<file path="config.mk">
export PLATFORM = sky130hd
export DESIGN_NAME = oam_dma_controller
export DESIGN_NICKNAME = d
export VERILOG_FILES = /design/src/rtl/oam_dma_controller.sv
export SDC_FILE = /design/constraint.sdc
export NUM_CORES = 1
export LEC_CHECK = 0
export ABC_CLOCK_PERIOD_IN_PS = 1500
export CAP_MARGIN = 15
export CORE_MARGIN = 10
export CORE_UTILIZATION = 33
export DETAILED_ROUTE_END_ITERATION = 10
export MAX_ROUTING_LAYER = met4
export PLACE_DENSITY = 0.8
export SETUP_SLACK_MARGIN = 0.05
export SLEW_MARGIN = 20
export SYNTH_ARGS = -nofsm -noshare
export SYNTH_HDL_FRONTEND = slang
export SYNTH_SLANG_ARGS = --single-unit
</file>
<file path="constraint.sdc">
create_clock -name clk -period 1.5 [get_ports clk]
set_clock_uncertainty 0.15 [all_clocks]
set_input_delay 0.3 -clock clk [delete_from_list [all_inputs] [get_ports clk]]
set_output_delay 0.3 -clock clk [all_outputs]
set_load 0.1 [all_outputs]
</file>
<file path="src/rtl/oam_dma_controller.sv">
// OAM DMA sequencer and main-bus arbiter between the CPU and the DMA engine.
// Optional DMG bus-conflict read-back: define OAM_DMA_BUS_CONFLICT_EN.
module oam_dma_controller #(
  parameter int          XFER_LEN        = 160,
  parameter int          CYCLES_PER_BYTE = 4,
  parameter int          START_DELAY     = 4,
  parameter logic [15:0] OAM_BASE        = 16'hFE00
) (
  input  logic        clk,
  input  logic        reset,
  input  logic        reg_write_en,
  input  logic [7:0]  reg_wdata,
  output logic [7:0]  reg_rdata,
  input  logic [15:0] cpu_addr,
  input  logic        cpu_read_en,
  input  logic        cpu_write_en,
  input  logic [7:0]  cpu_wdata,
  output logic [7:0]  cpu_rdata,
  output logic [15:0] mem_addr,
  output logic        mem_read_en,
  output logic        mem_write_en,
  output logic [7:0]  mem_wdata,
  input  logic [7:0]  mem_rdata,
  output logic [7:0]  oam_addr,
  output logic        oam_write_en,
  output logic [7:0]  oam_wdata,
  output logic        active
);

  localparam int PW = (CYCLES_PER_BYTE > 2) ?
                      $clog2(CYCLES_PER_BYTE) : 1;
  localparam int DW = (START_DELAY > 1) ?
                      $clog2(START_DELAY) : 1;

  localparam logic [PW-1:0] PH_LAST  = PW'(CYCLES_PER_BYTE - 1);
  localparam logic [DW-1:0] DLY_LAST = DW'(START_DELAY - 1);
  localparam logic [7:0]    IDX_LAST = 8'(XFER_LEN - 1);

  // oam_addr is an offset, so OAM must start on a page boundary.
  generate
    if (CYCLES_PER_BYTE < 2 || START_DELAY < 1 ||
        XFER_LEN < 1 || XFER_LEN > 256 ||
        OAM_BASE[7:0] != 8'h00) begin : g_cfg_err
      $error("oam_dma_controller: bad parameters");
    end
  endgenerate

  typedef enum logic [1:0] {
    S_IDLE,
    S_DELAY,
    S_XFER
  } state_e;

  state_e        state_q, state_d;
  logic [7:0]    idx_q, idx_d;
  logic [PW-1:0] phase_q, phase_d;
  logic [DW-1:0] dcnt_q, dcnt_d;
  logic [7:0]    src_q, src_d;
  logic [7:0]    latch_q, latch_d;

  logic       xfer;
  logic       ph_first;
  logic       ph_last;
  logic [7:0] eff_src;

  assign xfer     = (state_q == S_XFER);
  assign ph_first = (phase_q == '0);
  assign ph_last  = (phase_q == PH_LAST);

  // 0xE0..0xFF fold down onto WRAM through the echo region.
  assign eff_src = (src_q >= 8'hE0) ? (src_q - 8'h20) : src_q;

  always_ff @(posedge clk) begin
    if (reset) begin
      state_q <= S_IDLE;
      idx_q   <= '0;
      phase_q <= '0;
      dcnt_q  <= '0;
      src_q   <= '0;
      latch_q <= '0;
    end else begin
      state_q <= state_d;
      idx_q   <= idx_d;
      phase_q <= phase_d;
      dcnt_q  <= dcnt_d;
      src_q   <= src_d;
      latch_q <= latch_d;
    end
  end

  always_comb begin
    state_d = state_q;
    idx_d   = idx_q;
    phase_d = phase_q;
    dcnt_d  = dcnt_q;
    src_d   = src_q;
    latch_d = latch_q;

    unique case (state_q)
      S_DELAY: begin
        if (dcnt_q == DLY_LAST) begin
          state_d = S_XFER;
          dcnt_d  = '0;
        end else begin
          dcnt_d = dcnt_q + DW'(1);
        end
      end
      S_XFER: begin
        if (ph_first) begin
          latch_d = mem_rdata;
        end
        if (ph_last) begin
          phase_d = '0;
          if (idx_q == IDX_LAST) begin
            state_d = S_IDLE;
            idx_d   = '0;
          end else begin
            idx_d = idx_q + 8'd1;
          end
        end else begin
          phase_d = phase_q + PW'(1);
        end
      end
      default: begin
      end
    endcase

    // A register write restarts from any state, even on the last byte.
    if (reg_write_en) begin
      src_d   = reg_wdata;
      idx_d   = '0;
      phase_d = '0;
      dcnt_d  = '0;
      state_d = S_DELAY;
    end
  end

  always_comb begin
    mem_addr     = cpu_addr;
    mem_read_en  = cpu_read_en;
    mem_write_en = cpu_write_en;
    mem_wdata    = cpu_wdata;
    cpu_rdata    = mem_rdata;
    if (xfer) begin
      mem_addr     = {eff_src, idx_q};
      mem_read_en  = ph_first;
      mem_write_en = 1'b0;
      mem_wdata    = 8'h00;
`ifdef OAM_DMA_BUS_CONFLICT_EN
      cpu_rdata    = ph_first ? mem_rdata : latch_q;
`else
      cpu_rdata    = 8'hFF;
`endif
    end
  end

  assign oam_write_en = xfer && ph_last;
  assign oam_addr     = idx_q;
  assign oam_wdata    = latch_q;
  assign active       = (state_q != S_IDLE);
  assign reg_rdata    = src_q;

endmodule

</file>
==> flow_summary.ini, run 1 <==
[floorplanning]
start_util_pct = 34.33
die_h_um = 90.56
fp-row-count = 25
dieWidth_um = 90.56
io_pins = 105

[synth]
netlist_area_mm2 = 0.001643
synth_ff_type = dfxtp_1
synth-edff-count = 0
syn_inst = 219
yosysTopAreaCell = dfxtp_1
ys_seq_area_share_pct = 36.56
synth_area_per_cell_um2 = 7.501
yosys_warnings = 0
netlist-cell-type-count = 35
synth-seq-cells = 30
syn_nets = 269
yosys-top-cells-area = dfxtp_1, nand2_1, mux2i_1
yosysTopAreaCellShare_pct = 36.56
synthArstFlopShare_pct = 0

[placed_design]
port_buffers = 104
dp_slack_ns = -0.2257
gp_congestion = 0.8499
hpwl_um = 6715

[cts]
cts-root-buf = clkbuf_8
cts_sinks = 30
cts_buffers = 5
htreeDepth = 2
clk_path_buf_depth = 2

[status]
status = did not finish
first-error = [ERROR DPL-0038] Utilization greater than 100%, impossible to legalize
lastStage = 5_1_grt

[global_route]
grt_max_degree = 18

[timing]
worst_endpoint = mem_addr[10]
worst_endpoint_kind = primary output
per-stage QoR:
step	instance area, um2	cells
floorplan	2427	219
global placement	4287	413
detailed placement	4287	413
CTS	4606	434
Yosys cell counts (2+ instances only):
| cell | n |
|---|---|
| nand2_1 | 59 |
| dfxtp_1 | 30 |
| a21oi_1 | 17 |
| nand3_1 | 15 |
| nor2_1 | 15 |
| mux2i_1 | 10 |
| and2_1 | 9 |
| nand2b_1 | 9 |
| clkbuf_1 | 6 |
| ha_1 | 5 |
| inv_1 | 5 |
| o21ai_0 | 5 |
| buf_2 | 3 |
| buf_1 | 2 |
| clkbuf_2 | 2 |
| nand3b_1 | 2 |
| nand4_1 | 2 |
| nor2b_1 | 2 |
| o31ai_1 | 2 |
| or2_2 | 2 |
| or3_2 | 2 |
| xor2_1 | 2 |
cells by family after synthesis:
logic type,share of synthesized area (%)
and+or+nand+nor,37.17
DFF,36.56
muxes,6.093
AOI/OAI and AO/OA,9.825
xor gates and xnor gates,1.600
buffers and inverters,4.951
adders and majority gates,3.808
repair_timing:
item | CTS
hold buffers | 0
pin swaps | 13
endpoints found under the setup margin | 54
gates resized for setup | 29
setup buffers | 12
gates cloned | 1
==> run 2, diff against run 1 <==
==> config.mk (replaced) <==
export PLATFORM = sky130hd
export DESIGN_NAME = oam_dma_controller
export DESIGN_NICKNAME = d
export VERILOG_FILES = /design/src/rtl/oam_dma_controller.sv
export SDC_FILE = /design/constraint.sdc
export NUM_CORES = 1
export LEC_CHECK = 0
export ABC_CLOCK_PERIOD_IN_PS = 2000
export CAP_MARGIN = 15
export CORE_MARGIN = 10
export CORE_UTILIZATION = 36
export DETAILED_ROUTE_END_ITERATION = 10
export PLACE_DENSITY_LB_ADDON = 0.15
export SLEW_MARGIN = 20
export SYNTH_ARGS = -nofsm -noshare
export SYNTH_HDL_FRONTEND = slang
export SYNTH_SLANG_ARGS = --single-unit
==> constraint.sdc (replaced) <==
create_clock -name clk -period 2 [get_ports clk]
set_clock_uncertainty 0.15 [all_clocks]
set_input_delay 0.4 -clock clk [delete_from_list [all_inputs] [get_ports clk]]
set_output_delay 0.4 -clock clk [all_outputs]
set_load 0.1 [all_outputs]
==> run 2 against run 1 <==
Compared with the run above:
- the flow now finishes, with violations (setup timing)
- synthesized cell count stayed put
- synthesized area unchanged
==> flow_summary.ini, run 2 <==
[worst_hold_path]
hold_end = oam_wdata[6]
hold_start = oam_wdata[6]
worstHoldPathCells = 2
min_path_type = flop to flop

[worst_setup_path]
r2r-end = oam_addr[3]
crit_required_ns = 1.45
slowest_delay_ns = 0.34
worstPathMaxFanout = 8
rr_startpoint = phase_q[0]
rrSetupSlack_ns = 0.25
r2r_cells = 5
crit_chain = nor2b_2 -> buf_4 -> nand2_1 -> nand2_2 -> buf_12
cp.arrival_ns = 1.49
crit_path_start_kind = flop
cp-end-kind = output port
crit_path_top_delay_cell = dfxtp_2
path_class = flop to output port
cp_top_family = simple AND/OR/NAND/NOR gates
critPathBufInv = 2

[route]
drc = 0
drtIter0Drc = 233
wire_per_inst_um = 19.77
firstDrtPassIters = 4
met3_length_um = 792
via_count = 2018
wirelength_um = 7610
topRoutingLayerUsed = met4
ant_nets = 0
wl_met1_um = 2594
wl_met2_um = 3911
avgViaCountPerCell = 5.242

[finish]
finalNetCount = 382
antenna_cells = 0
final_util_pct = 85.84
area_delta_synth_final_pct = 129.1
drive_gt1_share_pct = 43.84
nFillCells = 210
final_cell_mix = buf_12, clkdlybuf4s50_1, nand2_1
fin_cells = 385
final_common_cell = buf_12

[floorplanning]
die_h_um = 87.55
die-area_mm2 = 0.007665
coreArea_mm2 = 0.004384
io_pins = 105
start_util_pct = 37.47
dieWidth_um = 87.55
fp-row-count = 24

[synth]
yosys_warnings = 0
synth_adder_area_share_pct = 3.808
synthArstFlopShare_pct = 0
yosys-top-cells-area = dfxtp_1, nand2_1, mux2i_1
synth-seq-cells = 30
synth_top_family_by_area = simple AND/OR/NAND/NOR gates
yosysTopAreaCell = dfxtp_1
yosysTopAreaCellShare_pct = 36.56
yosys.cell_count.top_type = nand2_1
synth.mux.area_fraction_pct = 6.093
synth_ff_type = dfxtp_1
syn_inst = 219
netlist_area_mm2 = 0.001643
synth-edff-count = 0
synthXorXnorAreaFrac_pct = 1.599
ys_seq_area_share_pct = 36.56
synthTopCellsByCount = nand2_1, dfxtp_1, a21oi_1
syn_nets = 269
synthSimpleGateAreaFrac_pct = 37.17
netlist-cell-type-count = 35
synth_area_per_cell_um2 = 7.501
synth_compound_area_share_pct = 9.825

[timing]
layout_setup_ws_ns = -0.04365
post-route-period-util_pct = 102.2
drv_slew = 0
finalSetupViolations = 11
final.min_clock_period_ns = 2.044
maxSlewHeadroom_pct = 77.53
hold_violations = 0
worst_pin_slew_ns = 0.3370
whs_ns = 0.3424
fmax_mhz = 489.3
rsz0062_at_grt = true

[global_route]
grt_pass1_vias = 2216
grt.overflow.total = 0
antenna_found_initial = 0
grt_pass1_wl_um = 11830
grt.total_usage_pct = 19.83
grt_max_degree = 18

[cts]
clk_path_buf_depth = 2
clock_latency_ns = 0.29
cts_tree = built
cts.clk_slew.worst_paths_ns = 0.07
cts-root-buf = clkbuf_8
cts_buffers = 5
cts_sinks = 30
htreeDepth = 2

[placed_design]
dp_slack_ns = 0.2103
gp_congestion = 0.7706
port_buffers = 104
numPlacedInstances = 374
hpwl_um = 5302

[status]
status = complete, but fails checks
violations = setup timing

[pwr]
power_density_mw_per_mm2 = 568.7
p_leak_nw = 1.569
peakVddDrop_v = 0.0004174

[run]
maxCapViolations = 0
run 2: layer usage:
metal	GRT usage (%)	up-vias
li1	-	952
met4	9.420	0
met5	0	-
met2	34.13	104
met1	19.64	942
met3	9.564	20
run 2: kinds of logic (layout without fill, tap and decap cells):
| group | count (synthesis) | after routing |
|---|---|---|
| compound gates | 27 | 27 |
| xor+xnor | 3 | 3 |
| flops | 30 | 30 |
| fa+ha+maj | 5 | 5 |
| simple gates | 125 | 125 |
| mux | 10 | 10 |
| buf+inv | 19 | 133 |
run 2: worst max path at each step:
stage	from	end	slack, ns	depth (start not counted)
after CTS	state_q[0]	mem_wdata[3]	-0.007	4
after global placement	mem_rdata[4]	cpu_rdata[4]	0.25	3
after floorplan	reg_rdata[6]	mem_addr[14]	-0.19	5
after detailed placement	mem_rdata[7]	cpu_rdata[7]	0.21	3
final	state_q[1]	mem_addr[0]	-0.04	5
after global routing	state_q[1]	mem_addr[0]	-0.1	5
run 2: layout make-up:
cell class,count,area (um2),area share [%]
Timing Repair Buffer,120,1780,47.31
Multi-Input combinational cell,170,1134,30.12
Sequential cell,30,628.1,16.69
Clock buffer,7,107.6,2.859
Tap cell,52,65.06,1.729
Clock inverter,1,30.03,0.7979
Inverter,5,18.77,0.4987
run 2: power breakdown:
group	internal (mW)	switching, mW	total, mW
Sequential	0.610	0.0160	0.626
Combinational	0.312	0.471	0.784
Clock	0.481	0.249	0.730
Total	1.40	0.737	2.14
run 2: tightest hold or removal path, cell delays in order, from the launching register on:
cell and delay [ns]:
dfxtp_1 0.33, nand2_1 0.06, a21oi_1 0.05
run 2: repair_timing:
action | CTS | global route
setup buffers | 3 | 0
gates resized for setup | 15 | 7
setup endpoints to repair | 29 | 29
hold buffers | 0 | 0
pin swaps | 4 | 0
run 2: stage by stage:
| stage | total power, mW | cell area, um2 | TNS (ns) |
|---|---|---|---|
| after floorplan | 1.070 | 1775 | -0.5411 |
| after global placement | 1.396 | 3520 | 0 |
| after detailed placement | 1.404 | 3520 | 0 |
| after CTS | 2.134 | 3741 | -0.006899 |
| after global routing | 2.199 | 3764 | -1.152 |
| final | 2.140 | 3764 | -0.1940 |
No activity file was read; power rests on OpenSTA's default activity.
